$ cat src/rtl/integ_operator_multi.sv
// Multi-channel saturating/wrapping running-sum integrator. Each en strobe adds the
// latched input vector into per-channel accumulators, one channel per cycle.
module integ_operator_multi #(
  parameter int N   = 5,
  parameter int W   = 16,
  parameter int SAT = 1
) (
  input  logic                clk,
  input  logic                reset,
  input  logic                en,
  input  logic                clr,
  input  logic signed [W-1:0] in  [N-1:0],
  output logic signed [W-1:0] out [N-1:0],
  output logic                valid,
  output logic                busy,
  output logic                overrun
);

  localparam int IW = (N > 1) ? $clog2(N) : 1;

  typedef enum logic [1:0] {IDLE, RUN, DONE} state_t;

  state_t              state_reg;
  logic [IW-1:0]       idx_reg;
  logic signed [W-1:0] inq_reg [N-1:0];
  logic signed [W-1:0] acc_reg [N-1:0];
  logic signed [W-1:0] out_reg [N-1:0];
  logic                valid_reg;
  logic                overrun_reg;

  logic signed [W:0]   sum_wide;
  logic signed [W-1:0] sum_next;

  // One shared adder; the extra top bit exposes overflow for saturation.
  always_comb begin
    sum_wide = {acc_reg[idx_reg][W-1], acc_reg[idx_reg]} +
               {inq_reg[idx_reg][W-1], inq_reg[idx_reg]};
    sum_next = sum_wide[W-1:0];
    if (SAT != 0 && (sum_wide[W] != sum_wide[W-1])) begin
      sum_next = sum_wide[W] ? {1'b1, {(W-1){1'b0}}} : {1'b0, {(W-1){1'b1}}};
    end
  end

  always_ff @(posedge clk) begin
    if (reset) begin
      state_reg   <= IDLE;
      idx_reg     <= '0;
      valid_reg   <= 1'b0;
      overrun_reg <= 1'b0;
      for (int k = 0; k < N; k++) begin
        acc_reg[k] <= '0;
        out_reg[k] <= '0;
        inq_reg[k] <= '0;
      end
    end else if (clr) begin
      // A clear aborts any pass and swallows a coincident strobe.
      state_reg   <= IDLE;
      idx_reg     <= '0;
      valid_reg   <= 1'b0;
      overrun_reg <= 1'b0;
      for (int k = 0; k < N; k++) begin
        acc_reg[k] <= '0;
        out_reg[k] <= '0;
      end
    end else begin
      valid_reg <= 1'b0;
      case (state_reg)
        IDLE: begin
          if (en) begin
            for (int k = 0; k < N; k++) inq_reg[k] <= in[k];
            idx_reg   <= '0;
            state_reg <= RUN;
          end
        end
        RUN: begin
          if (en) overrun_reg <= 1'b1;
          acc_reg[idx_reg] <= sum_next;
          if (idx_reg == IW'(N - 1)) begin
            state_reg <= DONE;
          end else begin
            idx_reg <= idx_reg + IW'(1);
          end
        end
        DONE: begin
          if (en) overrun_reg <= 1'b1;
          for (int k = 0; k < N; k++) out_reg[k] <= acc_reg[k];
          valid_reg <= 1'b1;
          state_reg <= IDLE;
        end
        default: state_reg <= IDLE;
      endcase
    end
  end

  genvar gi;
  generate
    for (gi = 0; gi < N; gi++) begin : g_out
      assign out[gi] = out_reg[gi];
    end
  endgenerate

  assign valid   = valid_reg;
  assign busy    = (state_reg != IDLE);
  assign overrun = overrun_reg;

endmodule

$ cat config.mk
export PLATFORM = sky130hd
export DESIGN_NAME = integ_operator_multi
export DESIGN_NICKNAME = d
export VERILOG_FILES = /design/src/rtl/integ_operator_multi.sv
export SDC_FILE = /design/constraint.sdc
export NUM_CORES = 1
export LEC_CHECK = 0
export BUFFER_PORTS_ARGS = -buffer_cell sky130_fd_sc_hd__buf_4
export CORE_ASPECT_RATIO = 0.75
export CORE_MARGIN = 3
export CORE_UTILIZATION = 64
export CTS_BUF_LIST = sky130_fd_sc_hd__clkbuf_8
export CTS_CLUSTER_DIAMETER = 40
export CTS_CLUSTER_SIZE = 14
export DETAILED_ROUTE_END_ITERATION = 12
export PLACE_DENSITY = 0.94
export REMOVE_ABC_BUFFERS = 1
export SLEW_MARGIN = 20
export SYNTH_ARGS = -nofsm -noshare
export SYNTH_HDL_FRONTEND = slang
export SYNTH_SLANG_ARGS = --single-unit
export TNS_END_PERCENT = 1
$ cat constraint.sdc
create_clock -name clk -period 8.8 [get_ports clk]
set_input_delay 1.76 -clock clk [delete_from_list [all_inputs] [get_ports clk]]
set_output_delay 1.76 -clock clk [all_outputs]
set_load 0.01 [all_outputs]
== Word level (Yosys, flattened, before mapping) ==
Memory sizes are Yosys's and may differ from the RTL's. A register that Yosys moved wholly into a read port is not among the register bits.
Index checks and enable logic that the tools add are counted.
Word-level totals
  flip-flop bits (word level): 7
  RAM bits: 240
  input port bits: 84
  output and inout bits: 83
  logic and storage cells: 98
  memories: 3
Memory list
  acc_reg: depth 5, width 16, rd ports 6, clocked after Yosys merged registers in 1, wr ports 5, line 26  | logic signed [W-1:0] acc_reg [N-1:0];
  inq_reg: depth 5, width 16, rd ports 1, clocked after Yosys merged registers in 1, wr ports 5, line 25  | logic signed [W-1:0] inq_reg [N-1:0];
  out_reg: depth 5, width 16, rd ports 5, clocked after Yosys merged registers in 0, wr ports 5, line 27  | logic signed [W-1:0] out_reg [N-1:0];
Cells by class
  add/subtract/negate cells: 2
  eq/ne operators: 7
  mux-type cells: 53
  bitwise logic cells: 20
  reduce and logical (&&, ||, !) cells: 9
Operators with widths (count)
  two-way mux 16 bit: 23
  two-way mux 3 bit: 7
  bitwise OR 1 bit: 20
  two-way mux 1 bit: 19
  adder 16 x 16 -> 17 bit: 1
  OR reduction 16 bit: 1
  inequality test 2 bit (second input constant): 3
  case mux 3 bit (2 select lines): 1
  two-way mux 2 bit: 2
  case mux 2 bit (2 select lines): 1
  AND reduction 2 bit: 2
  nonzero test 2 bit: 2
  OR reduction 2 bit: 2
  adder 3 x 1 -> 3 bit (second input constant): 1
  equality test 3 bit (second input constant): 1
  AND reduction 3 bit: 1
  equality test 2 x 1 -> 1 bit (second input constant): 1
  equality test 2 bit (second input constant): 1
  logical NOT 2 bit: 1
  inequality test 1 bit: 1

== Logic depth before layout (Yosys ltp) ==
  depth after elaboration: 7
  gate-level depth with buffers: 15
  depth with buffers taken out: 12

== Worst setup path after synthesis ==
Ideal clock, no wire load.
  path type: in2reg
  start point: input port en
  end point: memory inq_reg[0][0] (enable)
  setup time: 535 ps
  arrival: 5544 ps
  required time: 8265 ps
  path slack: 2721 ps
  cell stages on the path: 2
  path buffers: 0
  path through: nand2_1 o21bai_1
RTL lines
  from (decl): line 10  | input logic en,
  to (decl): line 25

==> impl_summary.txt <==
----------------------------------------------------
[Status]
  Outcome ... finished clean

[GRT]
  Total grt overflow ... 0
  Global-route wire length before repair ... 43.39 mm
  Number of global-route vias before repair ... 8,005
  Initial antenna violation count ... 0
  GRT Util Overall ... 24.02%
  Maximum number of pins on one net before global-route repair ... 92

[Logic synthesis]
  Most numerous cell in the Yosys netlist ... edfxtp_1
  Count of flip-flops with a built-in enable after synthesis ... 288
  Top post-synthesis cells by count ... edfxtp_1 (288), nor2_1 (87), and3_1 (84), and2_1 (81), mux4_2 (48)
  Share of the yosys chip area belonging to registers ... 65.89%
  Synth Area per Inst ... 14.99 µm²
  Dominant cell type by area after synthesis ... edfxtp_1
  FF+latch count, synth ... 298
  Area share of the largest cell type after synthesis ... 64.40%
  Count of cell types in the netlist ... 58
  Share of async-settable or async-resettable flops after synthesis ... 0%
  Gate count of the mapped netlist ... 896
  Synth Cell Area ... 0.01343 mm²
  Most instantiated flip-flop cell in the synthesis netlist ... edfxtp_1
  Top post-synthesis cells by area ... edfxtp_1 (64%), mux4_2 (8.0%), and3_1 (3.9%)
  Total of warnings raised by yosys ... 0

[Timing]
  Relative slew slack ... 28.34%
  Final setup skew ... 0.03246 ns
  Slew at the pin closest to its max-slew limit ... 1.074 ns
  Final TNS setup ... 0 ns
  Clock period minus final worst setup slack ... 4.976 ns
  Max Freq ... 201.0 MHz
  RSZ-0062 raised after global routing ... false
  Worst hold slack after final layout ... 0.5620 ns
  Count of pins over their slew limit ... 0
  Final WS setup ... 3.824 ns
  Final setup violation count ... 0
  Final Hold Viols ... 0
  Final critical-path share of the clock period ... 56.54%

[Power]
  Power density normalized to cell area ... 187.9 mW/mm²
  Maximum VDD drop ... 0.1070 mV
  Switching portion of total power ... 25.25%
  Static leakage ... 6.399 nW
  Relative contribution of sequential cells to total power ... 56.8%
  Net Switching ... 0.7373 mW
  Int Pwr ... 2.183 mW
  Portion of total power attributed to combinational logic ... 12.0%
  Total power draw ... 2.920 mW
  Fraction of power consumed by the clock network ... 31.2%

[Floorplanning]
  Initial core utilization ... 65.71%
  Overall die area ... 0.02278 mm²
  Overall die width ... 173.3 µm
  Top-level I/O count ... 167
  Row cnt ... 45
  Y dimension of the die ... 131.5 µm
  Area inside the core boundary ... 0.02044 mm²

[Finish]
  Total Nets Final ... 1,152
  Antenna cell count ... 0
  Total non-filler cell area in the finished layout ... 0.01554 mm²
  Flip-flop count of the largest register after layout ... 128
  Number of standard cells in the layout, taps in and fillers out ... 1,352
  Layout overhead on the synthesized area ... 15.74%
  Share of cells above drive strength 1 ... 31.59%
  Utilization after layout ... 76.05%

[Critical path]
  Setup CP Type ... reg2reg
  Slack of the worst reg-to-reg path ... 3.82 ns
  Crit-path cells ... buf_4 -> mux4_2 -> mux2_2 -> ha_1 -> a21oi_1 -> o21ai_0 -> a221oi_1 -> o2111a_1 -> a21boi_2 -> nor2_1
  Top fanout value on the critical path ... 48
  Arr. time, crit path ... 5.29 ns
  Cell type of the slowest stage on the worst timing path ... o2111a_1
  Nature of the critical path startpoint ... flip-flop
  Stage delay of the slowest cell on the critical path ... 0.80 ns
  Worst Reg-to-Reg Cells ... 10
  Critical Path RT ... 9.12 ns
  Critical path capture point type ... flip-flop
  Capture instance of the worst register-to-register path ... acc_reg[5][8]$_DFFE_PP_

[Drt]
  Via density ... 5.956
  Met3 WL ... 3.090 mm
  DRC errors left ... 0
  DR top layer ... met4
  Met2 wire length ... 12.48 mm
  Wire length per cell after detailed routing ... 20.56 µm
  First-iteration detailed-routing DRC count ... 707
  DRT Wirelength ... 27.79 mm
  Number of search-and-repair iterations in the first detailed-routing pass ... 6
  Number of nets still failing antenna checks after routing ... 0
  Detailed-routing wirelength on met1 ... 11.46 mm
  Routed via count ... 8,052

[CTS]
  Total of cells resized after clock tree synthesis ... 0
  Clock Latency Late Sink ... 0.60 ns
  Count of hold buffers inserted by post-cts repair ... 0
  Number of clock buffers inserted by TritonCTS ... 31
  Clock tree from TritonCTS ... done
  Clock Root Buffer ... clkbuf_8
  H-tree levels ... 1
  Clock-pin slew on the worst setup and hold paths ... 0.09 ns
  Number of sinks on the clock net ... 298
  Longest Clk Path Bufs ... 3
  Post-CTS Setup Repair Bufs ... 0

[Placement]
  Cell count after placement ... 1,293
  Placed inst area ... 0.01486 mm²
  Number of buffer cells added on primary ports ... 166
  Placed wire-length estimate after detailed placement ... 18.69 mm
  Setup slack at placement ... 3.830 ns
  RD Place Congestion ... 0.9432

[Job]
  Max cap viols ... 0

[Min path]
  Hold worst-path end ... overrun$_SDFFE_PP0P_
  Type of the most critical hold path ... reg2reg
  Source of the worst hold timing path ... overrun$_SDFFE_PP0P_
  Hold depth ... 2

----------------------------------------------------
==> worst max-delay path, delay by kind of cell, from the launching register on <==
family | cells | cell delay [ns]
mux | 2 | 0.92
flops | 1 | 0.34
compound gates | 5 | 2.10
buf+inv | 1 | 0.74
simple gates | 1 | 0.13
fa+ha+maj | 1 | 0.45
==> power groups by stage <==
stage	clock, mW	combinational, mW	sequential, mW
5_1_grt	0.974	0.378	1.67
4_1_cts	0.924	0.345	1.66
3_3_place_gp	0	0.329	1.69
2_1_floorplan	0	0.200	1.70
3_5_place_dp	0	0.342	1.69
6_report	0.911	0.350	1.66
==> cell families (layout without fill, tap and decap cells) <==
kind of cell | Yosys count | count (layout) | synth area share (%)
and+or+nand+nor | 312 | 312 | 12.46
DFF | 298 | 298 | 65.89
xor gates and xnor gates | 10 | 10 | 0.6522
buffers and inverters | 86 | 260 | 2.758
adders and majority gates | 36 | 36 | 3.289
muxes | 81 | 81 | 10.79
AOI/OAI and AO/OA | 73 | 73 | 4.165
==> layout make-up <==
type                            instances  area, µm²
Clock buffer                           31      426.7
Clock inverter                         27      221.5
Fill cell                            1175       4896
Inverter                               28      107.6
Multi-Input combinational cell        512       4262
Sequential cell                       298       8853
Tap cell                              282      352.8
Timing Repair Buffer                  174       1319
==> layer usage <==
| layer | track usage (%) | up-vias |
|---|---|---|
| li1 | - | 3678 |
| met1 | 35.26 | 3847 |
| met2 | 35.85 | 469 |
| met3 | 6.095 | 58 |
| met4 | 7.921 | 0 |
| met5 | 0 | - |
==> placed cells by master, fill, tap and decap left out, types with 8 or more instances in the layout <==
cell | Yosys | routed
edfxtp_1 | 288 | 288
inv_1 | 26 | 37
maj3_2 | 13 | 13
nand2_1 | 25 | 25
ha_1 | 22 | 21
and3_1 | 84 | 84
a21oi_1 | 17 | 17
nor2_1 | 87 | 84
clkbuf_8 | 0 | 31
a211oi_1 | 10 | 10
dfxtp_1 | 10 | 8
mux4_2 | 48 | 48
buf_4 | 6 | 173
mux2_2 | 30 | 30
and2_1 | 81 | 81
a21o_1 | 8 | 8
==> worst max-delay path by stage <==
stage | endpoint | slack (ns) | cells past startpoint
5_1_grt | acc_reg[6][8]$_DFFE_PP_ | 3.42 | 10
6_report | acc_reg[5][8]$_DFFE_PP_ | 3.82 | 10
4_1_cts | acc_reg[5][8]$_DFFE_PP_ | 3.83 | 10
2_1_floorplan | inq_reg[0][0]$_SDFFCE_PN0P_ | 2.72 | 2
3_5_place_dp | acc_reg[7][8]$_DFFE_PP_ | 3.83 | 10
3_3_place_gp | acc_reg[5][8]$_DFFE_PP_ | 3.94 | 10
Note: power is estimated with default switching activity, not from simulation.
